<file path="config.mk">
export PLATFORM = sky130hd
export DESIGN_NAME = rx_att_sched
export DESIGN_NICKNAME = d
export VERILOG_FILES = /design/src/rtl/rx_att_sched.sv
export SDC_FILE = /design/constraint.sdc
export NUM_CORES = 1
export LEC_CHECK = 0
export CORE_UTILIZATION = 45
export CTS_CLUSTER_DIAMETER = 200
export DETAILED_ROUTE_END_ITERATION = 6
export SYNTH_ARGS = -nofsm -noshare
export SYNTH_HDL_FRONTEND = slang
export SYNTH_SLANG_ARGS = --single-unit
</file>
<file path="constraint.sdc">
create_clock -name clk -period 3.05 [get_ports clk]
set_input_delay 0.915 -clock clk [delete_from_list [all_inputs] [get_ports clk]]
set_output_delay 0.915 -clock clk [all_outputs]
set_load 0.02 [all_outputs]
</file>
<file path="src/rtl/rx_att_sched.sv">
// Sequencer sharing one DS3502 writer across the three RX attenuators: writes
// changed channel values in turn, skipping unchanged ones, with ack/transfer timeouts.
module rx_att_sched #(
  parameter int unsigned ACK_TIMEOUT  = 16,
  parameter int unsigned XFER_TIMEOUT = 60000
) (
  input  logic       clk,
  input  logic       rst,
  input  logic       load,
  input  logic [7:0] rx_ch1_att,
  input  logic [7:0] rx_ch2_att,
  input  logic [7:0] rx_ch3_att,
  output logic       busy,
  output logic       done,
  output logic [2:0] err,
  output logic       dev_load,
  output logic [7:0] dev_r,
  output logic [1:0] dev_sel,
  input  logic       dev_busy
);

  typedef enum logic [2:0] {IDLE, ISSUE, WAIT_ACK, WAIT_DONE, FINISH} state_t;

  localparam logic [15:0] ACK_LIM  = 16'(ACK_TIMEOUT - 1);
  localparam logic [15:0] XFER_LIM = 16'(XFER_TIMEOUT - 1);

  state_t          state_q;
  logic [1:0]      ch_q;
  logic [2:0][7:0] shadow_q;
  logic [2:0][7:0] last_q;
  logic [2:0][7:0] pend_val_q;
  logic [2:0]      last_valid_q;
  logic            pend_q;
  logic [15:0]     cnt_q;
  logic            busy_q;
  logic            done_q;
  logic            dev_load_q;
  logic [2:0]      err_q;
  logic [7:0]      dev_r_q;
  logic [1:0]      dev_sel_q;

  logic [2:0][7:0] in_vals;
  logic [2:0][7:0] start_vals;
  logic            start_now;
  logic            start_fire;
  logic            advance;
  logic            adv_last;
  logic            adv_fire;
  logic [1:0]      adv_ch;
  logic [7:0]      adv_val;

  // The skip decision for the channel being entered is made on the edge into
  // ISSUE, so dev_load can be a registered pulse during the ISSUE cycle itself.
  always_comb begin
    in_vals    = {rx_ch3_att, rx_ch2_att, rx_ch1_att};
    start_vals = (state_q == FINISH && !load) ? pend_val_q : in_vals;
    start_now  = (load && state_q == IDLE) || (state_q == FINISH && (load || pend_q));
    start_fire = !(last_valid_q[0] && start_vals[0] == last_q[0]);
    adv_ch     = ch_q + 2'd1;
    adv_last   = (ch_q == 2'd2);
    adv_val    = '0;
    adv_fire   = 1'b0;
    case (adv_ch)
      2'd1: begin
        adv_val  = shadow_q[1];
        adv_fire = !(last_valid_q[1] && shadow_q[1] == last_q[1]);
      end
      2'd2: begin
        adv_val  = shadow_q[2];
        adv_fire = !(last_valid_q[2] && shadow_q[2] == last_q[2]);
      end
      default: ;
    endcase
    advance = (state_q == ISSUE && !dev_load_q)
           || (state_q == WAIT_ACK && !dev_busy && cnt_q == ACK_LIM)
           || (state_q == WAIT_DONE && (!dev_busy || cnt_q == XFER_LIM));
  end

  always_ff @(posedge clk) begin
    if (rst) begin
      state_q      <= IDLE;
      ch_q         <= '0;
      shadow_q     <= '0;
      last_q       <= '0;
      pend_val_q   <= '0;
      last_valid_q <= '0;
      pend_q       <= 1'b0;
      cnt_q        <= '0;
      busy_q       <= 1'b0;
      done_q       <= 1'b0;
      dev_load_q   <= 1'b0;
      err_q        <= '0;
      dev_r_q      <= '0;
      dev_sel_q    <= '0;
    end else begin
      done_q     <= 1'b0;
      dev_load_q <= 1'b0;
      if (load && (state_q == ISSUE || state_q == WAIT_ACK || state_q == WAIT_DONE)) begin
        pend_q     <= 1'b1;
        pend_val_q <= in_vals;
      end
      case (state_q)
        ISSUE: begin
          if (dev_load_q) begin
            state_q <= WAIT_ACK;
            cnt_q   <= '0;
          end
        end
        WAIT_ACK: begin
          if (dev_busy) begin
            state_q <= WAIT_DONE;
            cnt_q   <= '0;
          end else if (cnt_q == ACK_LIM) begin
            err_q[ch_q]        <= 1'b1;
            last_valid_q[ch_q] <= 1'b0;
          end else begin
            cnt_q <= cnt_q + 16'd1;
          end
        end
        WAIT_DONE: begin
          if (!dev_busy) begin
            last_q[ch_q]       <= shadow_q[ch_q];
            last_valid_q[ch_q] <= 1'b1;
          end else if (cnt_q == XFER_LIM) begin
            err_q[ch_q]        <= 1'b1;
            last_valid_q[ch_q] <= 1'b0;
          end else begin
            cnt_q <= cnt_q + 16'd1;
          end
        end
        FINISH: begin
          if (!start_now) begin
            state_q <= IDLE;
            busy_q  <= 1'b0;
          end
        end
        default: ;
      endcase
      if (advance) begin
        if (adv_last) begin
          state_q   <= FINISH;
          busy_q    <= pend_q | load;
          done_q    <= 1'b1;
          dev_sel_q <= '0;
          dev_r_q   <= '0;
        end else begin
          state_q    <= ISSUE;
          ch_q       <= adv_ch;
          dev_sel_q  <= adv_ch;
          dev_r_q    <= adv_val;
          dev_load_q <= adv_fire;
        end
      end
      if (start_now) begin
        state_q    <= ISSUE;
        shadow_q   <= start_vals;
        err_q      <= '0;
        ch_q       <= '0;
        busy_q     <= 1'b1;
        pend_q     <= 1'b0;
        dev_sel_q  <= '0;
        dev_r_q    <= start_vals[0];
        dev_load_q <= start_fire;
      end
    end
  end

  assign busy     = busy_q;
  assign done     = done_q;
  assign err      = err_q;
  assign dev_load = dev_load_q;
  assign dev_r    = dev_r_q;
  assign dev_sel  = dev_sel_q;

endmodule

</file>
==> results.cfg <==
[power]
clkPwrFrac = 0.460
finalPower_mw = 4.015
power.density_mw_per_mm2 = 634.9
switching_share = 0.2553
switchingPower_mw = 1.025
vdd_drop_max_v = 0.0003346
power.internal_mw = 2.990
p_comb_frac = 0.130
power.sequential.fraction = 0.409
p_leak_nw = 2.326

[placed_design]
io_buffers = 43
gp_congestion = 0.8844
dp_hpwl_um = 9183

[sta]
setup_viol = 0
timing.final.crit_share = 0.9299
setup_tns_ps = 0
hold_violations = 0
finClkSkew_ps = 7.545
relSlewSlack = 0.5536
final.min_clock_period_ps = 2836
rsz0062_at_grt = false
worst_slew_pin_slew_ps = 668.7
max_freq_mhz = 352.6
finalMaxSlewViolations = 0

[detailed_routing]
via_count = 4530
drtPass1Iterations = 5
drc_errors = 0
wl_um = 12980
wire_per_inst_um = 15.69
viasPerCell = 5.478
detail_route.iter0.violations = 325
drtAntennaViolNets = 0

[min_path]
hold_path_class = reg -> reg
hold_start = dev_sel[1]$_SDFFE_PP0P_

[final_layout]
layout_common_cells = dfxtp_1 (113), nor2_1 (112), nand2_1 (77)
diodes = 0
syn2layout_area_growth_pct = 21.78
fin_util = 0.5733
layout_commonest_cell = dfxtp_1
nets = 709
post_route_cells_drive_above_1_share = 0.07860

[synthesis]
synth_compound_area_frac = 0.1436
synthSimpleGateAreaFrac = 0.2349
syn_inst = 641
ys_ff_latch = 113
syn_avg_cell_area_um2 = 8.101
synth-seq-area-share = 0.4357
muxShareOfSynthArea = 0.06193
synth_enable_flop_cells = 0
synthArstFlopShare = 0
synth_xor_area_frac = 0.06747
ys_types = 48
synth_fa_ha_area_frac = 0.01205
synth_warnings = 0
ys_dominant_reg_cell = dfxtp_1
synth_top_family_by_area = simple AND/OR/NAND/NOR gates
synth_area_mm2 = 0.005192
syn_nets = 674

[grt]
grt.total_usage = 0.2358
grt_pass1_vias = 4256
antenna_found_initial = 0
grt_pass1_wl_um = 21160
grt_max_degree = 86
grt-ovfl-total = 0

[clock_tree]
clock_path_buffers = 2
cts_resized = 0
clock_latency_ps = 420
holdBufCountCts = 0
clockRootBuffer = clkbuf_16
clock-sinks = 113
cts_tree = built
htree_levels = 4
cts_buffers = 17
cts_setup_buffers = 0
clk_pin_slew_ps = 50

[worst_setup_path]
crit_start = load
endpoint_kind = flip-flop
startpoint_type = primary input
r2r-start = state_q[2]$_SDFFE_PP0P_
crit_type = in -> reg
required_ps = 3330
worst_ep_arrival_time_ps = 3110
cp_max_fo = 8

[floorplan]
num_rows = 38
core_mm2 = 0.01103
die_w_um = 109.4
die_h_um = 109.4
io_pins = 44
initial_core_util = 0.4707
design.die.area_mm2 = 0.01197

[job]
max_cap_viol_count = 0

[run_status]
status = complete, no violations
==> routing by layer <==
layer / share of wire / GRT usage / wire (um)
met1: 0.45 / 0.3063 / 5892
met2: 0.47 / 0.3697 / 6087
met3: 0.053 / 0.05750 / 694
met4: 0.023 / 0.1057 / 304
met5: 0 / 0 / 0
==> sequential cells by signal, summed over array words and instances (netlist names), named ones only <==
register,cells
pend_q,1
done,1
busy,1
dev_r,8
ch_q,2
shadow_q,24
dev_load,1
err,3
pend_val_q,24
last_q,24
state_q,3
cnt_q,16
dev_sel,2
==> cells in the mapped netlist (2+ instances only) <==
library cell / n / area (um2)
nand2_1: 77 / 289.0
and2_1: 3 / 18.77
buf_2: 4 / 20.02
buf_6: 3 / 33.78
nand4_1: 12 / 75.07
or4_1: 2 / 15.01
nor3_1: 28 / 140.1
a211oi_1: 18 / 135.1
buf_1: 2 / 7.510
a21oi_1: 64 / 320.3
o21ai_0: 14 / 70.07
clkbuf_1: 35 / 131.4
nor4_1: 4 / 25.02
ha_1: 5 / 62.56
nor2_1: 112 / 420.4
a22o_1: 9 / 78.83
o22ai_1: 3 / 18.77
nand3_1: 18 / 90.09
dfxtp_1: 113 / 2262
nand2b_1: 5 / 31.28
a2111oi_0: 2 / 17.52
xor2_1: 30 / 262.8
and3_1: 6 / 37.54
mux2i_1: 31 / 310.3
inv_1: 8 / 30.03
xnor2_1: 10 / 87.58
o211ai_1: 2 / 15.01
==> metrics by stage <==
step	std cells	hold slack, ps	setup slack (ps)	instance area (um2)
finish	827	449.3	213.9	6324
global route	827	472.7	125.3	6324
CTS	827	454.0	300.6	6324
detailed placement	797	447.1	-120.0	5767
global placement	797	441.8	42.06	5767
floorplan	641	436.0	601.6	5192
==> logic make-up (layout without fill, tap and decap cells) <==
group / count (synthesis) / in the layout
flip-flops: 113 / 113
adder cells (fa/ha/maj): 5 / 5
AO/OA/AOI/OAI: 122 / 122
multiplexers: 32 / 32
AND/OR/NAND/NOR: 276 / 276
buffers and inverters: 53 / 99
XOR/XNOR: 40 / 40
==> final cells by class <==
type	instances	area, um2
clock inverters	6	55.05
well taps	140	175.2
inverters	8	30.03
clock buffers	24	501.7
flip-flops and latches	113	2262
multi-input cells	475	2714
repair buffers	61	585.6
fillers	1053	4707
==> power groups by stage <==
stage	sequential, mW	combinational (mW)	clock [mW]
after floorplan	1.66	0.337	0
after global placement	1.67	0.517	0
after detailed placement	1.67	0.524	0
after CTS	1.64	0.527	1.88
after global routing	1.65	0.582	1.94
final	1.64	0.524	1.85
==> final timing paths <==
| path | cells past startpoint | to | slack, ps |
|---|---|---|---|
| max | 6 | dev_load$_SDFF_PP0_ | 210 |
| min | 2 | dev_sel[1]$_SDFFE_PP0P_ | 450 |
| max reg2reg | 5 | dev_load$_SDFF_PP0_ | 640 |
| min reg2reg | 2 | dev_sel[1]$_SDFFE_PP0P_ | 450 |
==> worst max-delay path: stages <==
cell and delay, ps:
clkdlybuf4s50_1 470, nor4b_4 520, mux2i_1 200, a221o_1 380, a2111oi_0 510, nor3_1 110
Power figures use the tool's default switching activity.
